### src/rtl/rr_mux_select_stage.sv
// rr_mux_select_stage: round-robin lane arbiter driving an N:1 mux select, with a
// valid/ready output register capturing the mux result and optional per-grant burst lock.
module rr_mux_select_stage #(
    parameter int N     = 5,
    parameter int WIDTH = 32,
    parameter int SEL_W = 3,
    parameter int BURST = 1
) (
    input  logic             CLK,
    input  logic             ASYNCRESETN,
    input  logic [N-1:0]     in_valid,
    output logic [N-1:0]     in_ready,
    output logic [SEL_W-1:0] S,
    input  logic [WIDTH-1:0] mux_O,
    output logic [WIDTH-1:0] out_data,
    output logic [SEL_W-1:0] out_lane,
    output logic             out_valid,
    input  logic             out_ready
);
    typedef enum logic {ARB, LOCK} state_t;

    state_t           state_q, state_d;
    logic [SEL_W-1:0] ptr_q, ptr_d, owner_q, owner_d, sel_q, sel_d, out_lane_q, out_lane_d;
    logic [SEL_W-1:0] g, start, cand;
    logic [7:0]       beat_cnt_q, beat_cnt_d, next_cnt;
    logic [WIDTH-1:0] out_data_q, out_data_d;
    logic             out_valid_q, out_valid_d, load_en, grant, found, new_owner;

    function automatic logic [SEL_W-1:0] wrap_inc(input logic [SEL_W-1:0] x);
        return (x == SEL_W'(N - 1)) ? '0 : x + 1'b1;
    endfunction

    always_ff @(posedge CLK or negedge ASYNCRESETN) begin
        if (!ASYNCRESETN) begin
            state_q     <= ARB;
            ptr_q       <= '0;
            owner_q     <= '0;
            sel_q       <= '0;
            beat_cnt_q  <= '0;
            out_data_q  <= '0;
            out_lane_q  <= '0;
            out_valid_q <= 1'b0;
        end else begin
            state_q     <= state_d;
            ptr_q       <= ptr_d;
            owner_q     <= owner_d;
            sel_q       <= sel_d;
            beat_cnt_q  <= beat_cnt_d;
            out_data_q  <= out_data_d;
            out_lane_q  <= out_lane_d;
            out_valid_q <= out_valid_d;
        end
    end

    // A locked owner that is still requesting wins outright; otherwise scan past it.
    always_comb begin
        load_en = !out_valid_q || out_ready;
        start   = (state_q == LOCK) ? wrap_inc(owner_q) : ptr_q;
        found   = 1'b0;
        g       = start;
        cand    = start;
        for (int k = 0; k < N; k++) begin
            cand = SEL_W'((int'(start) + k) % N);
            if (!found && in_valid[cand]) begin
                found = 1'b1;
                g     = cand;
            end
        end
        if (state_q == LOCK && in_valid[owner_q]) g = owner_q;
        grant    = ASYNCRESETN && load_en && (|in_valid);
        in_ready = grant ? N'(1) << g : '0;
        S        = grant ? g : sel_q;
    end

    always_comb begin
        new_owner   = (state_q != LOCK) || (g != owner_q);
        next_cnt    = new_owner ? 8'd1 : beat_cnt_q + 8'd1;
        state_d     = state_q;
        ptr_d       = ptr_q;
        owner_d     = owner_q;
        sel_d       = sel_q;
        beat_cnt_d  = beat_cnt_q;
        out_data_d  = out_data_q;
        out_lane_d  = out_lane_q;
        out_valid_d = out_valid_q;
        if (grant) begin
            out_data_d  = mux_O;
            out_lane_d  = g;
            out_valid_d = 1'b1;
            sel_d       = g;
            if (next_cnt >= 8'(BURST)) begin
                state_d    = ARB;
                ptr_d      = wrap_inc(g);
                beat_cnt_d = '0;
            end else begin
                state_d    = LOCK;
                owner_d    = g;
                beat_cnt_d = next_cnt;
            end
        end else if (load_en) begin
            out_valid_d = 1'b0;
            if (state_q == LOCK) begin
                state_d    = ARB;
                ptr_d      = wrap_inc(owner_q);
                beat_cnt_d = '0;
            end
        end
    end

    assign out_data  = out_data_q;
    assign out_lane  = out_lane_q;
    assign out_valid = out_valid_q;
endmodule

### config.mk
export PLATFORM = sky130hd
export DESIGN_NAME = rr_mux_select_stage
export DESIGN_NICKNAME = d
export VERILOG_FILES = /design/src/rtl/rr_mux_select_stage.sv
export SDC_FILE = /design/constraint.sdc
export NUM_CORES = 1
export LEC_CHECK = 0
export CORE_ASPECT_RATIO = 0.6
export CORE_MARGIN = 8
export CORE_UTILIZATION = 30
export DETAILED_ROUTE_END_ITERATION = 6
export GPL_ROUTABILITY_DRIVEN = 0
export SLEW_MARGIN = 10
export SYNTH_ARGS = -nofsm -noshare
export SYNTH_HDL_FRONTEND = slang
export SYNTH_SLANG_ARGS = --single-unit
### constraint.sdc
create_clock -name CLK -period 13.5 [get_ports CLK]
set_input_delay 2.7 -clock CLK [delete_from_list [all_inputs] [get_ports CLK]]
set_output_delay 2.7 -clock CLK [all_outputs]
set_load 0.01 [all_outputs]
Word-level counts from Yosys, hierarchy flattened
Cells that the tools add are included.

word-level totals
  flip-flop bits (word level) = 54
  output and inout bits = 44
  bits of input ports = 40

cells by class
  bitwise logic cells = 2
  eq/ne operators = 4
  magnitude comparators = 7
  shifts and indexed selects = 1
  muxes and demuxes = 39
  div/mod/pow operators = 5
  $add $sub $neg = 7
  reduce and logical (&&, ||, !) cells = 20

operator list
  kind                                                                count
  remainder unit 32 x 4 -> 32 bit (second input constant)             4
  2-to-1 mux 8 bit                                                    5
  2-to-1 mux 3 bit                                                    13
  remainder unit 4 x 4 -> 32 bit (second input constant)              1
  < comparator 3 x 4 -> 1 bit (second input constant)                 6
  binary-select mux 1 bit (select 3 bit)                              6
  2-to-1 mux 1 bit                                                    14
  adder 3 x 2 -> 4 bit (second input constant)                        2
  adder 8 x 1 -> 8 bit (second input constant)                        1
  greater-or-equal comparator 8 x 1 -> 1 bit (second input constant)  1
  logical AND 1 bit                                                   7
  adder 3 x 1 -> 3 bit (second input constant)                        2
  == test 3 bit (second input constant)                               2
  AND reduction 2 bit                                                 3
  zero test 1 bit                                                     5
  2-to-1 mux 5 bit                                                    1
  OR reduction 5 bit                                                  1
  << shifter 1 x 3 -> 5 bit (first input constant)                    1
  adder 3 x 1 -> 4 bit (second input constant)                        1
  adder 3 x 3 -> 4 bit (second input constant)                        1
  nonzero test 2 bit                                                  2
  != test 3 bit                                                       1
  logical OR 1 bit                                                    2
  != test 2 x 1 -> 1 bit (second input constant)                      1
  NOT 1 bit                                                           2

Depth between registers and ports, before layout
  depth after elaboration = 26
  mapped depth = 37

Worst setup path before layout
No wires, ideal clock.

  path kind = register -> output
  from = reg owner_q[0]
  to = out in_ready[3]
  slack = 4.754 ns
  required time = 10.800 ns
  arrival = 6.046 ns
  buffers on the path = 5
  stages on the path, launching flop included = 35
  path through = dfrtp_1 buf_6 inv_1 ha_1 and2_4 o21ai_4 inv_4 buf_6 buf_6 buf_2 ha_1 inv_1 ha_1 inv_1 ha_1 or3_1 nand2_1 nor2_1 xnor2_1 ha_1 nand2b_1 nand2_1 a211oi_1 or2_1 buf_2 o311ai_1 a211oi_1 nand2b_1 mux2_1 a211o_1 o311a_1 inv_1 ha_1 ha_1 and2_1

between the ends
  longest elaborated chain between the ends = 22
  elaborated cells on any way between the ends = 46
  those cells by class = add/sub (5); div (5); eq/ne (1); shift (1); mux (25); reduce/logical (9)

RTL lines
  what                                                                      RTL line  source
  start, declared                                                           23        logic [SEL_W-1:0] ptr_q, ptr_d, owner_q, owner_d, sel_q, sel_d, out_lane_q, out_lane_d;
  start signal, assigned                                                    46        owner_q <= owner_d;
  branches (longest 19 deep; another with remainder unit 32 x 4 -> 32 bit)  -
  2-to-1 mux 3 bit *                                                        69        if (state_q == LOCK && in_valid[owner_q]) g = owner_q;
  net g[1]                                                                  24        logic [SEL_W-1:0] g, start, cand;
  << shifter 1 x 3 -> 5 bit *                                               71        in_ready = grant ? N'(1) << g : '0;
  2-to-1 mux 5 bit *                                                        71
  end, declared                                                             12        output logic [N-1:0] in_ready,

Mark *: on every way through the listed nets, which the timed path passes. The select of a mux whose other input is x is not followed.

Final worst setup path
Same ends and word-level chain as after synthesis.

==> flow_results.org <==
** Status
- Status :: completed

** Min path
- Path class of the lowest-slack min-delay path :: flip-flop to flip-flop
- Hold path cells :: 2
- Min-Delay Startpoint :: out_data[6]

** Routing
- In the routed layout, each cell is associated on average with a via count of 5.33.
- Average wire length per cell after detail routing :: 18.1 um
- For this block, the via count after detailed routing is 4,304.
- For this run, design rule violations remaining after detail routing come to 0.
- After the first detailed-routing iteration, the DRC count stood at 367.
- The routed design has 14,600 um of wire.
- First-pass detailed-route iteration total :: 5
- Final antenna-violating net count :: 0

** Clock network
- TritonCTS built the clock tree.
- The tree is rooted in a sky130_fd_sc_hd__clkbuf_16.
- The clock net in this run drives a total of 54 sinks.
- The later pin in the worst-skew pair is clocked with a latency of 0.29 ns.
- The longest clock path from root to sink contains 2 buffers.
- After clock tree synthesis, the repair step resized 0 gates.
- Number of hold-repair buffers added at the cts stage :: 0
- After clock tree synthesis, the clock-pin slew on the worst setup and hold paths is 0.07 ns.
- Number of buffers inserted during clock tree synthesis :: 5
- After clock tree synthesis, the setup repair step added 0 buffers.
- # H-tree levels :: 2

** Placed design
- Placed cell areas :: 5440 um2
- Input and output buffers added on the ports amount to 83.
- Placed cells :: 799
- Dpl hpwl :: 11,300 um

** STA
- The final number of max-transition violations is 0.
- Dividing the final minimum period by the clock period gives 0.804.
- Based on the critical path, the design can be clocked at up to 0.0921 GHz.
- In the final timing run, aggregate negative setup slack is 0 ns.
- Setup violations remaining at the end of the flow were counted as 0.
- Transition time at the pin with the least slew margin :: 0.703 ns
- The smallest clock period supported by the final layout is computed as 10.86 ns.
- RSZ-0062 raised after global routing :: no
- The worst pin sits at a relative slew slack of 0.532.
- Setup Skew :: 0.00956 ns
- Final number of hold-violating endpoints :: 0

** Global route
- The number of global-route vias before repair is 4,113.
- The initial antenna violation count is 0.
- The total overflow left after global routing is 0.
- The first global-routing pass estimated 23,400 um of wire.
- Overall global routing resource usage :: 0.146
- Largest net degree at the start of global routing :: 57

** Worst setup path
- Crit path kind :: flip-flop to output pin
- The worst setup path is captured at an output pin.
- In this run the number of cells on the critical path is 30.
- Worst path required time :: 10.80 ns
- On the worst path, the slowest cell contributes a delay of 0.56 ns.
- Arrival time reported for the critical path endpoint :: 8.16 ns
- Crit start category :: flip-flop
- Count of buffer and inverter cells on the critical path :: 6
- In this design, the critical path's most frequently occurring cell is sky130_fd_sc_hd__ha_1.
- The worst register-to-register path has a depth of 31.
- Slowest stage cell on the critical path :: sky130_fd_sc_hd__dfrtp_1
- Reg-to-reg slack, setup :: 5.64 ns
- Of all nets on the critical path, the largest fanout is 33.
- Largest delay contributor family on the critical path :: compound AO/OA/AOI/OAI gates
- Origin of the critical flop-to-flop path :: owner_q[0]
- In this run the worst setup path begins at owner_q[0].

** Logic synthesis
- Seq/Total Area, Yosys :: 0.301
- In this run, synthesis inferred 0 flip-flops with an integrated enable.
- Leading register cell type out of synthesis :: sky130_fd_sc_hd__dfrtp_1
- Flip-flop and latch count after synthesis :: 54
- Async set-or-reset flop fraction in the synthesized netlist :: 1.00
- Synthesis produced a netlist whose cell count is 546.
- Number of different library cells in the post-synthesis netlist :: 90
- Avg Cell Area, Syn :: 8.22 um2
- Netlist Area Pre-Place :: 4490 um2
- Count of synthesis-stage warnings from yosys :: 0
- The number of nets in the synthesized netlist is 611.

** Power and ir drop
- Power per unit of standard cell area :: 293 nW/um2
- Leak pwr :: 2.44 nW
- Peak supply drop :: 99.9 uV

** Final layout
- Share of layout cells above drive strength 1 :: 0.0772
- For this run, the post-layout net count is 673.
- Once layout is complete, the utilization of the core stands at 0.385.
- Relative area change from synthesis to final layout :: 24.8%
- The repair_antennas step left the layout with diodes totalling 0.
- Leaving out filler cells and counting taps, the final layout contains 807.
- Fill cells in the final layout number 1,495.
- Summing all non-filler instances in the final layout gives an area of 5600 um2.

** Floorplanning
- Floorplan row count :: 34
- Core Box Area :: 14,500 um2
- Initial Util :: 0.309
- Die Y :: 111 um
- The floorplan step set the die width to 174 um.
- Area enclosed by the die boundary :: 19,300 um2
- 84 I/O pins were placed.

** Run
- Number of max-cap violations :: 0
-- per-stage QoR --
step	power, mW	hold WS, ns	setup slack [ns]
after floorplan	1.13	0.474	4.75
after global placement	1.43	0.459	3.49
after detailed placement	1.47	0.462	3.07
after CTS	1.62	0.480	2.74
after global routing	1.77	0.506	2.08
final	1.64	0.477	2.64
-- Yosys cell counts (3+ instances only) --
library cell | count | area (um2)
sky130_fd_sc_hd__o21a_1 | 4 | 30.0
sky130_fd_sc_hd__ha_1 | 25 | 313
sky130_fd_sc_hd__nor2b_1 | 6 | 37.5
sky130_fd_sc_hd__xnor2_1 | 9 | 78.8
sky130_fd_sc_hd__buf_2 | 5 | 25.0
sky130_fd_sc_hd__nor2_1 | 35 | 131
sky130_fd_sc_hd__nand2_1 | 131 | 492
sky130_fd_sc_hd__o31a_1 | 5 | 43.8
sky130_fd_sc_hd__nor3b_1 | 3 | 22.5
sky130_fd_sc_hd__dfrtp_1 | 54 | 1350
sky130_fd_sc_hd__a211o_1 | 4 | 35.0
sky130_fd_sc_hd__clkbuf_1 | 22 | 82.6
sky130_fd_sc_hd__mux2_2 | 3 | 33.8
sky130_fd_sc_hd__and2_1 | 10 | 62.6
sky130_fd_sc_hd__o211ai_1 | 8 | 60.1
sky130_fd_sc_hd__inv_2 | 3 | 11.3
sky130_fd_sc_hd__inv_1 | 22 | 82.6
sky130_fd_sc_hd__mux2i_1 | 15 | 150
sky130_fd_sc_hd__and3_1 | 6 | 37.5
sky130_fd_sc_hd__mux2_4 | 4 | 60.1
sky130_fd_sc_hd__a22oi_1 | 4 | 30.0
sky130_fd_sc_hd__nor3_1 | 14 | 70.1
sky130_fd_sc_hd__nand4_1 | 3 | 18.8
sky130_fd_sc_hd__buf_6 | 4 | 45.0
sky130_fd_sc_hd__or3_1 | 3 | 18.8
sky130_fd_sc_hd__nand2b_1 | 11 | 68.8
sky130_fd_sc_hd__a211oi_1 | 7 | 52.6
sky130_fd_sc_hd__o21ai_0 | 15 | 75.1
sky130_fd_sc_hd__nor4_1 | 3 | 18.8
sky130_fd_sc_hd__o32ai_1 | 3 | 26.3
sky130_fd_sc_hd__a31oi_1 | 3 | 18.8
sky130_fd_sc_hd__nand3_1 | 9 | 45.0
sky130_fd_sc_hd__a21oi_1 | 14 | 70.1
sky130_fd_sc_hd__o21ai_1 | 3 | 15.0
sky130_fd_sc_hd__o31ai_1 | 4 | 30.0
sky130_fd_sc_hd__o311a_1 | 3 | 30.0
-- power breakdown --
| group | leakage (nW) | internal (mW) | switching [mW] |
|---|---|---|---|
| Combinational | 1.68 | 0.537 | 0.755 |
| Clock | 0.0771 | 0.0876 | 0.0572 |
| Sequential | 0.680 | 0.190 | 0.0149 |
| Total | 2.44 | 0.815 | 0.827 |
-- flip-flops by register name, summed over array words and instances (netlist names) --
signal / flops
out_data: 32
beat_cnt_q: 8
out_lane: 3
owner_q: 3
ptr_q: 3
sel_q: 3
out_valid: 1
state_q: 1
-- final cells by class --
| cell class | count | area, um2 | area share |
|---|---|---|---|
| Clock inverter | 2 | 37.5 | 0.00670 |
| Timing Repair Buffer | 88 | 863 | 0.154 |
| Clock buffer | 6 | 129 | 0.0230 |
| Sequential cell | 54 | 1350 | 0.241 |
| Inverter | 26 | 100 | 0.0179 |
| Tap cell | 198 | 248 | 0.0442 |
| Multi-Input combinational cell | 433 | 2870 | 0.513 |
-- final timing paths --
check,to
min in group asynchronous,out_data[26]
max in group asynchronous,beat_cnt_q[7]
max reg2reg,ptr_q[2]
max,in_ready[3]
min,out_data[6]
min reg2reg,out_data[6]
-- layer usage --
layer / vias up / global-route usage / wire length (um)
li1: 2052 / - / -
met1: 2092 / 0.223 / 7310
met2: 149 / 0.213 / 6300
met3: 11 / 0.0245 / 882
met4: 0 / 0.0147 / 87
met5: - / 0 / 0
-- cell usage in the layout (no fill, tap or decap), types with 6 or more instances in the layout --
cell,n
sky130_fd_sc_hd__a211oi_1,7
sky130_fd_sc_hd__a21oi_1,14
sky130_fd_sc_hd__and2_1,10
sky130_fd_sc_hd__and3_1,6
sky130_fd_sc_hd__clkdlybuf4s50_1,82
sky130_fd_sc_hd__dfrtp_1,54
sky130_fd_sc_hd__ha_1,25
sky130_fd_sc_hd__inv_1,22
sky130_fd_sc_hd__mux2i_1,15
sky130_fd_sc_hd__nand2_1,131
sky130_fd_sc_hd__nand2b_1,11
sky130_fd_sc_hd__nand3_1,9
sky130_fd_sc_hd__nor2_1,35
sky130_fd_sc_hd__nor2b_1,6
sky130_fd_sc_hd__nor3_1,14
sky130_fd_sc_hd__o211ai_1,8
sky130_fd_sc_hd__o21ai_0,15
sky130_fd_sc_hd__xnor2_1,9
-- cells by family after synthesis --
logic type	share of synthesized area
compound gates	0.203
xor+xnor	0.0268
flops	0.301
fa+ha+maj	0.0697
buf+inv	0.0588
simple gates	0.267
mux	0.0733
-- tightest hold or removal path, delay by kind of cell, from the launching register on --
family           cells  cell delay [ns]
DFF                  1             0.34
and+or+nand+nor      2             0.11
Note: power is estimated with default switching activity, not from simulation.
